[config.mk]
export PLATFORM = sky130hd
export DESIGN_NAME = fp_add_arbiter
export DESIGN_NICKNAME = d
export VERILOG_FILES = /design/src/rtl/fp_add_arbiter.sv
export SDC_FILE = /design/constraint.sdc
export NUM_CORES = 1
export LEC_CHECK = 0
export CAP_MARGIN = 30
export CORE_AREA = 5 5 102 104
export DETAILED_ROUTE_END_ITERATION = 12
export DIE_AREA = 0 0 107 109
export DONT_BUFFER_PORTS = 1
export PLACE_DENSITY_LB_ADDON = 0.1
export SYNTH_ARGS = -nofsm -noshare
export SYNTH_HDL_FRONTEND = slang
export SYNTH_SLANG_ARGS = --single-unit
[constraint.sdc]
create_clock -name clk -period 3.78 [get_ports clk]
set_input_delay 0.378 -clock clk [delete_from_list [all_inputs] [get_ports clk]]
set_output_delay 0.378 -clock clk [all_outputs]
set_load 0.02 [all_outputs]
[src/rtl/fp_add_arbiter.sv]
// fp_add_arbiter: round-robin sharing of one FP add/sub unit with start/done handshake and timeout abort.
module fp_add_arbiter #(
  parameter int NREQ    = 2,
  parameter int WIDTH   = 32,
  parameter int TIMEOUT = 64
) (
  input  logic                  clk,
  input  logic                  rst,
  input  logic [NREQ-1:0]       req_valid,
  output logic [NREQ-1:0]       req_ready,
  input  logic [NREQ*WIDTH-1:0] req_a,
  input  logic [NREQ*WIDTH-1:0] req_b,
  input  logic [NREQ-1:0]       req_sub,
  output logic [NREQ-1:0]       resp_valid,
  input  logic [NREQ-1:0]       resp_ready,
  output logic [WIDTH-1:0]      resp_result,
  output logic                  resp_err,
  output logic                  add_start,
  output logic [WIDTH-1:0]      add_a,
  output logic [WIDTH-1:0]      add_b,
  output logic                  add_sub,
  input  logic                  add_done,
  input  logic [WIDTH-1:0]      add_result,
  output logic                  busy
);
  localparam int GW = $clog2(NREQ);
  localparam int CW = $clog2(TIMEOUT);
  typedef enum logic [2:0] {IDLE, START, WAIT_DONE, RELEASE, RESP} state_t;
  state_t state_q, state_d;
  logic [GW-1:0] g_q, g_d, last_q, last_d, gnt_idx, cand;
  logic [WIDTH-1:0] a_q, a_d, b_q, b_d, res_q, res_d;
  logic sub_q, sub_d, err_q, err_d, start_q, start_d, hit;
  logic [CW-1:0] cnt_q, cnt_d;
  always_comb begin
    gnt_idx = last_q;
    cand = last_q;
    hit = 1'b0;
    for (int k = NREQ; k >= 1; k--) begin
      cand = GW'((int'(last_q) + k) % NREQ);
      if (req_valid[cand]) begin
        gnt_idx = cand;
        hit = 1'b1;
      end
    end
  end
  assign req_ready   = (state_q == IDLE && hit) ? NREQ'(1) << gnt_idx : '0;
  assign resp_valid  = (state_q == RESP) ? NREQ'(1) << g_q : '0;
  assign resp_result = res_q;
  assign resp_err    = err_q;
  assign add_start   = start_q;
  assign add_a       = a_q;
  assign add_b       = b_q;
  assign add_sub     = sub_q;
  assign busy        = state_q != IDLE;
  always_comb begin
    state_d = state_q;
    g_d = g_q;
    last_d = last_q;
    a_d = a_q;
    b_d = b_q;
    sub_d = sub_q;
    res_d = res_q;
    err_d = err_q;
    cnt_d = cnt_q;
    case (state_q)
      IDLE: if (hit) begin
        state_d = START;
        g_d = gnt_idx;
        last_d = gnt_idx;
        a_d = req_a[int'(gnt_idx)*WIDTH +: WIDTH];
        b_d = req_b[int'(gnt_idx)*WIDTH +: WIDTH];
        sub_d = req_sub[gnt_idx];
      end
      START: begin
        cnt_d = '0;
        state_d = WAIT_DONE;
      end
      WAIT_DONE: begin
        cnt_d = cnt_q + CW'(1);
        // START already held add_start for one cycle, so abort one count early
        if (add_done) begin
          res_d = add_result;
          err_d = 1'b0;
          state_d = RELEASE;
        end else if (cnt_q == CW'(TIMEOUT - 2)) begin
          res_d = '0;
          err_d = 1'b1;
          state_d = RELEASE;
        end
      end
      RELEASE: state_d = add_done ? RELEASE : RESP;
      RESP: state_d = resp_ready[g_q] ? IDLE : RESP;
      default: state_d = IDLE;
    endcase
    start_d = state_d == START || state_d == WAIT_DONE;
  end
  always_ff @(posedge clk) begin
    if (rst) begin
      state_q <= IDLE;
      g_q <= '0;
      last_q <= GW'(NREQ - 1);
      a_q <= '0;
      b_q <= '0;
      sub_q <= 1'b0;
      res_q <= '0;
      err_q <= 1'b0;
      cnt_q <= '0;
      start_q <= 1'b0;
    end else begin
      state_q <= state_d;
      g_q <= g_d;
      last_q <= last_d;
      a_q <= a_d;
      b_q <= b_d;
      sub_q <= sub_d;
      res_q <= res_d;
      err_q <= err_d;
      cnt_q <= cnt_d;
      start_q <= start_d;
    end
  end
endmodule
Yosys cells after proc, flatten, opt, wreduce, memory -nomap -nowiden
Cells that the tools add are included.
{ "word_totals": {"reg_bits": 110, "wordCells": 61} }
{ "classes": {"add_sub_neg": 3, "order_cmp": 4, "n_eq_ne": 7, "shift": 4, "mux": 25, "reduce_logical": 8} }
{ "op_table": {"columns": ["cell", "count"], "rows": [
  ["$shiftx 64x7->32", 2],
  ["$mux 32", 2],
  ["$mux 3", 5],
  ["$pmux 3 s5", 1],
  ["$mux 1", 14],
  ["$pmux 6 s2", 1],
  ["$eq 3x2->1 const B", 3],
  ["$lt 1x2->1 const B", 4],
  ["$add 6x1->6 const B", 1],
  ["$eq 3x1->1 const B", 2],
  ["$eq 6x6->1 const B", 1],
  ["$mux 2", 2],
  ["$reduce_and 2->1", 2],
  ["$reduce_bool 2->1", 2],
  ["$shl 1x1->2 const A", 2],
  ["$eq 3x3->1 const B", 1],
  ["$logic_not 3->1", 1],
  ["$reduce_bool 3->1", 1],
  ["$add 1x1->1 const B", 2],
  ["$logic_and 1x1->1", 1],
  ["$logic_or 1x1->1", 1]
]} }

Longest topological paths before layout
Gate-level depths: netlist (run 1).
{ "logic_depth": {"ltp_word": 9, "ltp_mapped": 7} }

Least setup slack after synthesis (run 1)
Ideal clock, no wire load.
{ "synth_timing": {"kind": "in2out", "startpoint": "input port req_valid[1]", "endpoint": "output port req_ready[0]", "t_arrival_ns": 1.481, "t_required_ns": 3.402, "setup_slack_ns": 1.921, "path_stages": 5, "cell_sequence": "or2_2 -> clkbuf_1 -> buf_2 -> buf_1 -> a21oi_1"} }
{ "synth_between": {"elab_chain_cells": 6, "elab_cells_between_ends": 11, "cone_classes": "1 x shift; 9 x mux; 1 x reduce/logical"} }
{ "synth_lines": {"columns": ["item", "line", "text"], "rows": [
  ["start: declaration", "9", "input logic [NREQ-1:0] req_valid,"],
  ["$mux 1 (not written as such) (2 in a row)", "40", "if (req_valid[cand]) begin"],
  ["$mux 1 (2 in a row)", "40", null],
  ["$shl 1x1->2 / $logic_and 1x1->1 (equally long branches)", "46", "assign req_ready = (state_q == IDLE && hit) ? NREQ'(1) << gnt_idx : '0;"],
  ["$mux 2 (*)", "46", null],
  ["end: declaration", "10", "output logic [NREQ-1:0] req_ready,"]
]} }
Mark *: on every way between the ends. The rest lies on a longest branch, timed or not. The select of a mux whose other input is x is not followed.

Worst setup path in the final report (run 1)
{ "layout_timing": {"startpoint": "register state_q[2]", "endpoint": "output port req_ready[0]"} }
{ "layout_between": {"elab_chain_cells": 3} }
{ "layout_lines": {"columns": ["item", "line", "text"], "rows": [
  ["start: declaration", "29", "state_t state_q, state_d;"],
  ["start signal: assignment", "110", "state_q <= state_d;"],
  ["$logic_not 3->1", "46", null],
  ["$logic_and 1x1->1", "46", null],
  ["$mux 2", "46", null]
]} }
No other way between the ends.

==> results of run 1 <==
## layout make-up
class | instances | area, sq um | area share (%)
multi-input cells | 367 | 2352 | 46.16
flip-flops and latches | 110 | 2202 | 43.21
repair buffers | 12 | 167.7 | 3.290
clock buffers | 11 | 151.4 | 2.971
well taps | 114 | 142.6 | 2.799
clock inverters | 5 | 65.06 | 1.277
inverters | 4 | 15.01 | 0.2946
## per-layer routing
layer | vias up | wire length (um) | GRT usage (%)
met5 | - | 0 | 0
met4 | 0 | 458 | 9.498
met3 | 35 | 1553 | 8.407
met2 | 238 | 7478 | 41.37
met1 | 2075 | 5537 | 29.27
li1 | 2052 | - | -
## final timing paths
kind | from | to | slack, ps | depth (start not counted)
max | state_q[2] | req_ready[0] | 920 | 4
min | rst | add_b[25] | 80 | 1
max reg2reg | state_q[1] | resp_result[1] | 1590 | 4
min reg2reg | cnt_q[4] | cnt_q[4] | 490 | 2
## state kept, by name (all words and copies together), names as in the netlist
name and count:
resp_err 1, resp_result 32, g_q 1, state_q 3, last_q 1, add_a 32, cnt_q 6, add_sub 1
add_start 1, add_b 32
## synth_stat cells (all sizes together) (3+ instances only)
library cell | instances | area share (%)
a21oi | 71 | 7.3
a311oi | 65 | 12
a32o | 32 | 6.6
buf | 20 | 2.4
clkbuf | 54 | 4.2
dfxtp | 110 | 45
inv | 4 | 0.31
nand2 | 12 | 0.93
nand2b | 3 | 0.39
nand3 | 65 | 6.7
nor2 | 9 | 0.70
nor2b | 6 | 0.77
nor3b | 4 | 0.62
o21ai | 69 | 7.1
## where the power goes
part,total [W],switching [W],internal [W]
Sequential,0.00157,0.000276,0.00130
Clock,0.000753,0.000404,0.000349
Combinational,0.000530,0.000328,0.000202
Total,0.00286,0.00101,0.00185
## metrics by stage
stage | instance area (sq um) | utilization (%) | power, W | setup WS (ps) | hold WS (ps)
floorplan | 4860 | - | 0.001985 | 1921 | 454.7
global placement | 4765 | 50.37 | 0.002091 | 1410 | 458.7
detailed placement | 4860 | 51.38 | 0.002130 | 1328 | 465.0
CTS | 5076 | 53.66 | 0.002877 | 916.1 | 64.22
global route | 5096 | 53.88 | 0.003006 | 746.1 | 53.06
finish | 5096 | 53.88 | 0.002855 | 919.0 | 80.55
## kinds of logic (layout without fill, tap and decap cells)
family	count (synthesis)	count (layout)	share of synthesized area (%)
AND/OR/NAND/NOR	115	115	12.38
adder cells (fa/ha/maj)	2	2	0.5149
multiplexers	2	2	0.4377
AO/OA/AOI/OAI	248	248	34.48
flip-flops	110	110	45.31
buffers and inverters	78	32	6.874
## worst reg2reg max path: cells and delay by family, from the launching register on
family | cells | cell delay [ps]
buf+inv | 1 | 260
simple gates | 2 | 900
flops | 1 | 650
compound gates | 1 | 270
==> impl_metrics.csv, run 1 <==
group,metric,value,unit
floorplanning,row_count,36,
cts,cts_resized,0,
cts,hold_buffers,0,
global_routing,antenna_found_initial,0,
hold_path,worstHoldPathType,"in -> reg",
run,maxCapViolCount,0,
final_layout,layout_common_cells,"dfxtp_1, a21oi_1, o21ai_0",
global_routing,grt_max_degree,82,
setup_path,cp_max_fo,67,
final_layout,layout.cells.non_filler,623,
floorplanning,ios,273,
global_routing,grt_pass1_vias,4340,
sta,hold_violations,0,
setup_path,crit_required,3400,ps
sta,finClkSkew,16.75,ps
cts,cts_max_level,3,
synthesis,ys.flop_type,"dfxtp_1",
drt,dr.first_iter.drc_count,403,
setup_path,critPathKind,"reg -> out",
setup_path,slowest_stage,"buf_4",
floorplanning,core_area,0.009459,sq mm
drt,drcViolationCount,0,
sta,finalSetupViolCount,0,
synthesis,synth-edff-count,0,
synthesis,netlist_area,0.004860,sq mm
final_layout,final_nets,675,
synthesis,yosysUniqueCellTypes,39,
setup_path,cp.arrival,2480,ps
synthesis,yosysWarnings,0,
cts,cts_root_buf,"clkbuf_8",
setup_path,path_cells,"nor3_2 > buf_4 > nand2_1 > a21oi_1",
sta,worst_slew_pin_slew,905.8,ps
drt,wl_per_cell,24.12,um
global_routing,grt_overflow_total,0,
final_layout,fillers,901,
cts,cts_max_path_buffers,2,
final_layout,final_common_cell,"dfxtp_1",
cts,cts_buffers,9,
power_and_ir_drop,power.density,560.2,mW/mm^2
sta,tns,0,ps
placed_design,portBuffers,0,
run_status,outcome,"complete, no violations",
sta,rsz0062_at_grt,"false",
synthesis,async_flop_share,0,%
final_layout,diodes,0,
power_and_ir_drop,ir_drop,0.0002809,V
placed_design,gp_congestion,0.7756,
synthesis,synth_nets,726,
cts,clkSlewWorstSetupHoldPaths,110,ps
setup_path,timing.critical_path.max_delay_family,"buffers and inverters",
setup_path,path_buf_inv,1,
drt,via_per_inst,7.063,
sta,max_freq,0.3495,GHz
placed_design,dp_hpwl,10.06,mm
setup_path,max_stage_delay,590,ps
drt,ant_nets,0,
synthesis,yosysSeqAreaShare,45.31,%
global_routing,grt_usage,24.67,%
sta,fin_crit,2861,ps
setup_path,crit_path_start_kind,"register",
synthesis,ys_seq_elements,110,
cts,cts_tree,"done",
global_routing,grt_pass1_wl,23.35,mm
synthesis,syn_avg_cell_area,8.756,sq um
cts,clock-sinks,110,
sta,finalCritPeriodShare,75.69,%
placed_design,dp_cells,606,
drt,dr.pass1.iters,4,
floorplanning,die_x,107,um
floorplanning,initial_core_util,51.38,%
setup_path,end_kind,"primary output",
power_and_ir_drop,p_leak,1.700,nW
drt,wl,15.03,mm
cts,post_cts_buffers,0,
final_layout,drive_above_1_share,7.466,%
synthesis,syn_inst,555,
sta,relSlewSlack,39.61,%
final_layout,area_growth,4.866,%
floorplanning,fp.dieH,109,um
drt,vias,4400,
floorplanning,die_area,0.01166,sq mm
cts,clkLatencyLatePin,360,ps
sta,maxSlewViolCount,0,
No activity file was read; power rests on OpenSTA's default activity.
==> inputs of run 2 (changes only) <==
clock period = 2.6 ns   (was 3.78 ns; I/O delays follow)
==> run 2 against run 1 <==
Compared with the run above: cell count increased by 1.3%; sequential share of layout area decreased by 0.59 points; sequential power increased by 45%; via count decreased by 0.34%; critical path type unchanged.
==> impl_metrics.csv, run 2 (synthesis results as in run 1) <==
group,metric,value,unit
final_layout,fillers,875,
setup_path,crit_path_start_kind,"register",
sta,finClkSkew,6.056,ps
global_routing,grt_pass1_vias,4021,
setup_path,cp.arrival,2010,ps
hold_path,worstHoldPathType,"in -> reg",
final_layout,final_nets,683,
cts,clkLatencyLatePin,360,ps
cts,clkSlewWorstSetupHoldPaths,90,ps
setup_path,reg2reg_depth,5,
run,maxCapViolCount,0,
floorplanning,row_count,36,
power_and_ir_drop,p_leak,1.736,nW
global_routing,gr-usage-met2,38.67,%
setup_path,crit_required,2340,ps
cts,cts_max_level,3,
global_routing,met3_usage,7.934,%
placed_design,dp_hpwl,9.700,mm
drt,dr.pass1.iters,5,
floorplanning,initial_core_util,51.38,%
placed_design,gp_congestion,0.8348,
cts,clock-sinks,110,
sta,relSlewSlack,55.30,%
drt,wl_per_cell,22.97,um
global_routing,grt_max_degree,76,
sta,rsz0062_at_grt,"false",
drt,dr.first_iter.drc_count,366,
sta,maxSlewViolCount,0,
cts,cts_tree,"done",
global_routing,grt_usage,23.10,%
cts,cts_buffers,9,
sta,worst_slew_pin_slew,668.2,ps
floorplanning,die_x,107,um
final_layout,area_growth,6.308,%
run_status,outcome,"complete, no violations",
floorplanning,ios,273,
drt,drcViolationCount,0,
sta,hold_violations,0,
global_routing,grt.busiest_layer,"met2",
final_layout,layout.cells.non_filler,631,
global_routing,grt_pass1_wl,21.67,mm
final_layout,layout_common_cells,"dfxtp_1, a21oi_1, o21ai_0",
power_and_ir_drop,power.density,833.9,mW/mm^2
sta,tns,0,ps
global_routing,antenna_found_initial,0,
setup_path,slowest_stage,"dfxtp_1",
final_layout,diodes,0,
sta,finalCritPeriodShare,87.20,%
placed_design,portBuffers,0,
power_and_ir_drop,power.total,0.004308,W
hold_path,min_path_cells,1,
setup_path,cp_max_fo,67,
drt,vias,4385,
floorplanning,core_area,0.009459,sq mm
cts,cts_max_path_buffers,2,
drt,wl,14.49,mm
placed_design,dp_cells,610,
cts,cts_root_buf,"clkbuf_8",
drt,via_per_inst,6.949,
sta,finalSetupViolCount,0,
sta,fin_crit,2267,ps
drt,ant_nets,0,
setup_path,end_kind,"primary output",
global_routing,grt_overflow_total,0,
final_layout,drive_above_1_share,7.737,%
setup_path,critPathKind,"reg -> out",
global_routing,use_met1,27.40,%
cts,post_cts_buffers,0,
sta,max_freq,0.4411,GHz
power_and_ir_drop,ir_drop,0.0003521,V
final_layout,final_common_cell,"dfxtp_1",
floorplanning,fp.dieH,109,um
setup_path,path_cells,"nor3_2 > buf_12 > nand2_1 > a21oi_1 > buf_4",
floorplanning,die_area,0.01166,sq mm
setup_path,max_stage_delay,470,ps
-- run 2: changes by cell type in the layout (fill, tap and decap cells not counted), moves of 2 or more --
cell and change:
buf_4 +6, bufinv_16 +2, clkbuf_1 +2, clkinv_4 -3
dlygate4sd3_1 +4
-- run 2: worst max-delay path, delay by kind of cell, from the launching register on --
family	cells	cell delay, ps
and+or+nand+nor	2	530
DFF	1	470
buffers and inverters	2	470
AOI/OAI and AO/OA	1	160
-- run 2: cell type report --
type | instances | area [sq um] | area share (%)
repair buffers | 20 | 205.2 | 3.972
clock buffers | 13 | 158.9 | 3.076
multi-input cells | 367 | 2352 | 45.53
clock inverters | 3 | 90.09 | 1.744
inverters | 4 | 15.01 | 0.2906
flip-flops and latches | 110 | 2202 | 42.63
well taps | 114 | 142.6 | 2.761
-- run 2: stage by stage --
step	hold WS (ps)	area, sq um	setup WS [ps]	util, %
2_1_floorplan	385.8	4860	898.1	-
5_1_grt	0.6943	5166	161.8	54.62
3_5_place_dp	351.4	4850	665.8	51.27
6_report	18.21	5166	332.7	54.62
3_3_place_gp	346.3	4850	692.1	51.27
4_1_cts	0.1058	5146	263.8	54.40
-- run 2: repair_timing --
item	CTS	global route
endpoints found under the hold margin	77	2
resized for setup	0	0
hold buffers	3	2
-- run 2: routing by layer --
metal,vias to the layer above,wire length [um]
met1,2039,5435
li1,2065,-
met3,28,1594
met4,0,333
met2,253,7129
met5,-,0
-- run 2: report_power, final --
part	switching (W)	internal, W
Clock	0.000541	0.000694
Combinational	0.000493	0.000298
Sequential	0.000398	0.00188
-- run 2: final timing paths --
kind / startpoint / to / slack (ps)
setup / recovery: state_q[2] / req_ready[0] / 330
hold / removal: add_result[12] / resp_result[12] / 20
setup reg to reg: state_q[2] / add_b[8] / 630
hold reg to reg: cnt_q[3] / cnt_q[3] / 490
==> inputs of run 3 (changes only) <==
SETUP_SLACK_MARGIN = 0.02   (was default)
SKIP_LAST_GASP = 1   (was default)
==> results of run 3 <==
The final DEF is identical to that of run 2; final timing and power are the same.
==> patch 1 (config.mk and constraints of run 2) <==
Take the reset off `res_q` and load it in a clocked block of its own.
--- a/src/rtl/fp_add_arbiter.sv
+++ b/src/rtl/fp_add_arbiter.sv
@@ -102,7 +102,6 @@
       a_q <= '0;
       b_q <= '0;
       sub_q <= 1'b0;
-      res_q <= '0;
       err_q <= 1'b0;
       cnt_q <= '0;
       start_q <= 1'b0;
@@ -113,10 +112,13 @@
       a_q <= a_d;
       b_q <= b_d;
       sub_q <= sub_d;
-      res_q <= res_d;
       err_q <= err_d;
       cnt_q <= cnt_d;
       start_q <= start_d;
     end
   end
+
+  always_ff @(posedge clk) begin
+    res_q <= res_d;
+  end
 endmodule
Behaviour: differs if rst is asserted again (counterexample within 4 cycles, from zero or initial values and one cycle with rst high); with rst held inactive, the same outputs for 4 cycles.
==> patch 1 against run 2 <==
  * Global-route usage shrank 1.1 points
  * Power shrank 2.6%
  * Critical path type is now reg -> reg
  * Worst setup slack lost 0.14 ns
  * Wire length shrank 7.5%
  * Synthesized area shrank 3.4%
  * Sequential cell count is the same
  * Final area grew 3.2%
==> patch 1: results (changes against run 2) <==
Placement
  • Gpl congestion: 0.803 (was 0.835)
  • Placed insts: 595 (was 610)
  • DPL Wire Length: 9.38 mm (was 9.70 mm)

STA
  • Worst hold slack: 0.0191 ns (was 0.0182 ns)
  • Clock skew: 0.0151 ns (was 0.00606 ns)
  • Slew @ Worst Pin: 0.455 ns (was 0.668 ns)

Detailed routing
  • DRT iter0 DRCs: 215 (was 366)
  • Drt wl/cell: 20.7 um (was 23.0 um)
  • Via density: 5.90 (was 6.95)

Worst setup path
  • Max incr delay on CP: 0.58 ns (was 0.47 ns)
  • Worst Path Max Fanout: 35 (was 67)
  • R2R cell count: 6 (was 5)
  • Max stage delay cell, worst path: dlygate4sd3_1 (was dfxtp_1)
  • Flop2flop setup slack: 0.19 ns (was 0.63 ns)

Logic synthesis
  • Post-synth EDFFs: 32 (was 0)
  • Post-Synth Adder-Cell Area: 0.533% (was 0.515%)
  • Compound-Gate Fraction of Synth Area: 20.5% (was 34.5%)
  • XOR/XNOR share of the synthesized area: 0.187% (was 0%)
  • Synth Area per Inst: 9.10 um^2 (was 8.76 um^2)
  • Multiplexer area fraction after synthesis: 0.693% (was 0.438%)
  • Area contributors post-synth: dfxtp_1, edfxtp_1, a211oi_1 (was dfxtp_1, a311oi_1, a21oi_1)

Global route
  • Total global routing track utilization: 22.0% (was 23.1%)
  • Vias in the first global route: 3755 (was 4021)
  • Largest net degree at the start of global routing: 79 (was 76)
  • First-pass GRT wire length: 20.0 mm (was 21.7 mm)

Min path
  • Worst Hold Depth: 2 (was 1)
  • Hold Startpoint: req_a[20] (was add_result[12])
  • Hold worst-path end: add_a[20] (was resp_result[12])

Finish
  • Fin nets: 700 (was 683)
  • Fraction of layout cells with a size suffix above 1: 8.43% (was 7.74%)
  • Final Non-Filler Cells: 648 (was 631)

Run status
  • Outcome: finished clean (unchanged)

Power
  • P_sw: 1530 uW (was 1430 uW)
  • Pwr dens: 787 nW/um^2 (was 834 nW/um^2)
  • Leakage: 0.00196 uW (was 0.00174 uW)
  • Peak VDD IR: 0.000393 V (was 0.000352 V)

Clock tree
  • Reg clk slew, reported paths: 0.11 ns (was 0.09 ns)
  • Clock latency on the worst-skew pair: 0.38 ns (was 0.36 ns)
==> patch 1: cell types whose count changed in the layout (fill, tap and decap cells not counted), moves of 63 or more <==
cell	change
a211oi_1	+64
nor2_1	+67
a311oi_1	-65
nand3_1	-63
o21ai_0	-67
nand2_1	+66
==> patch 1: metal layers <==
layer | global-route usage [%] | routed length, um | up-vias
met4 | 10.4 | 459 | 0
met2 | 37.4 | 6720 | 206
met1 | 24.9 | 4950 | 1764
met3 | 7.58 | 1280 | 35
met5 | 0 | 0 | -
li1 | - | - | 1816
==> patch 1: cell type report <==
| type | count | area share, % |
|---|---|---|
| Inverter | 3 | 0.211 |
| Clock buffer | 9 | 2.32 |
| Tap cell | 114 | 2.67 |
| Clock inverter | 7 | 1.45 |
| Timing Repair Buffer | 47 | 9.22 |
| Multi-Input combinational cell | 358 | 36.8 |
| Sequential cell | 110 | 47.3 |
==> patch 1: power groups by stage <==
stage                     Clock, uW  Sequential, uW  Combinational, uW
after global routing           1110            2380                932
after floorplan                   0            2330                647
final                          1020            2350                822
after CTS                      1050            2360                824
after global placement            0            2400                727
after detailed placement          0            2400                755
==> patch 1: repair_timing <==
item | 4_1_cts | 5_1_grt
hold buffers | 37 | 0
setup endpoints to repair | 0 | 1
gates resized for setup | 0 | 1
hold endpoints to repair | 78 | 0
==> patch 1: metrics by stage <==
stage	power [uW]	setup slack, ns
2_1_floorplan	2970	0.361
3_3_place_gp	3120	0.739
3_5_place_dp	3150	0.706
4_1_cts	4240	0.174
5_1_grt	4420	0.0690
6_report	4200	0.192
==> patch 1: critical path, delay by kind of cell, from the launching register on <==
kind	cells	cell delay [ns]
compound gates	2	0.23
buf+inv	2	0.80
flops	1	0.42
simple gates	2	0.84
==> patch 2 (settings of run 2) <==
Without the edit above. The parameter `TIMEOUT` goes from 64 to 32.
--- a/src/rtl/fp_add_arbiter.sv
+++ b/src/rtl/fp_add_arbiter.sv
@@ -2,7 +2,7 @@
 module fp_add_arbiter #(
   parameter int NREQ    = 2,
   parameter int WIDTH   = 32,
-  parameter int TIMEOUT = 64
+  parameter int TIMEOUT = 32
 ) (
   input  logic                  clk,
   input  logic                  rst,
Formal check against the unedited RTL: same outputs for any inputs over 4 cycles, from zero or initial values and one cycle with rst high; that may be too few to reach the edited logic, so the function may still have changed.
==> patch 2 against run 2 <==
  * Die area is the same
  * Non-clock buffer count grew 21
  * Sequential cell count shrank 1
  * Worst setup slack lost 0.17 ns
  * Final area grew 11%
  * Power grew 1.7%
  * Synthesized cell count grew 11%
  * Synthesized area grew 10%
  * Wire length grew 12%
  * Largest power group unchanged
  * Highest routed layer is now met5
==> patch 2: results (changes against run 2) <==
Run status
  • Outcome: finished clean (unchanged)

Clock tree
  • Reg clk slew, reported paths: 0.11 ns (was 0.09 ns)

Worst setup path
  • R2R Path Start: state_q[1] (was state_q[2])
  • Reg2Reg Capture Point: resp_result[17] (was add_b[8])
  • Worst Path Max Fanout: 27 (was 67)
  • Flop2flop setup slack: 0.17 ns (was 0.63 ns)
  • Arrival time worst endpoint: 2.70 ns (was 2.01 ns)

Placement
  • DPL Wire Length: 10.5 mm (was 9.70 mm)
  • Gpl congestion: 0.791 (was 0.835)
  • Cell Area, Placed: 5260 um^2 (was 4850 um^2)

Logic synthesis
  • Synth Area per Inst: 8.74 um^2 (was 8.76 um^2)
  • Post-Synth Adder-Cell Area: 0.467% (was 0.515%)
  • Yosys cell types: 47 (was 39)
  • Seq/Total Area, Yosys: 40.7% (was 45.3%)
  • Post-synth net total: 785 (was 726)
  • Multiplexer area fraction after synthesis: 0.187% (was 0.438%)

Detailed routing
  • DRT iter0 DRCs: 377 (was 366)
  • Drt wl/cell: 23.0 um (about the same)

Global route
  • Largest net degree at the start of global routing: 91 (was 76)
  • Initial antenna violation count: 1 (was 0)
  • Vias in the first global route: 4572 (was 4021)
  • Total global routing track utilization: 25.9% (was 23.1%)

STA
  • Worst hold slack: 0.0238 ns (was 0.0182 ns)
  • Min cycle time layout: 2.43 ns (was 2.27 ns)

Power
  • Leakage: 0.00190 uW (was 0.00174 uW)
  • Sw frac: 37.4% (was 33.2%)
  • Peak VDD IR: 0.000353 V (was 0.000352 V)

Finish
  • Fraction of layout cells with a size suffix above 1: 16.0% (was 7.74%)
  • Design area: 5750 um^2 (was 5170 um^2)
patch 2: cell types whose count changed after synthesis, moves of 4 or more:
cell,before,now
clkbuf_1,54,35
a21oi_1,71,102
a32o_1,32,0
buf_2,15,32
a311oi_2,0,50
nor2_1,9,5
a311oi_1,65,15
buf_6,3,8
nor2b_1,6,2
nand2_1,12,37
o21ai_1,0,33
patch 2: final cells by class:
type                       count  area share [%]
timing repair buffer          41            7.40
clock buffer                   9            2.16
inverter                       4           0.261
clock inverter                 7            1.37
multi-input combinational    422            48.3
sequential                   109            38.0
tap                          114            2.48
patch 2: power by group through the flow:
stage                     combinational [uW]  clock, uW  sequential [uW]
final                                   1050       1060             2270
after global routing                    1150       1150             2290
after CTS                               1020       1090             2270
after detailed placement                 942          0             2310
after global placement                   900          0             2310
after floorplan                          879          0             2230
patch 2: logic make-up after synthesis:
group,after synthesis
compound gates,283
simple gates,136
flops,109
buf+inv,83
fa+ha+maj,2
mux,1
patch 2: metal layers:
layer	wire [um]	global-route usage, %	share of wire [%]
met4	488	10.2	3.0
met3	1500	7.64	9.3
met5	13	0	0.080
met2	8070	43.8	50
met1	6130	31.0	38
patch 2: worst max-delay path by stage:
stage / from / end / cells after the start
floorplan: last_q / req_ready[0] / 5
global placement: state_q[0] / cnt_q[3] / 3
detailed placement: state_q[2] / add_b[10] / 6
CTS: state_q[2] / add_b[1] / 7
global route: state_q[2] / add_b[1] / 7
finish: state_q[1] / resp_result[17] / 5
patch 2: timing repair:
| action | CTS | global route |
|---|---|---|
| endpoints found under the setup margin | 0 | 1 |
| buffers inserted | 0 | 0 |
| hold buffers | 23 | 1 |
| gates resized for setup | 0 | 3 |
| hold endpoints to repair | 107 | 1 |
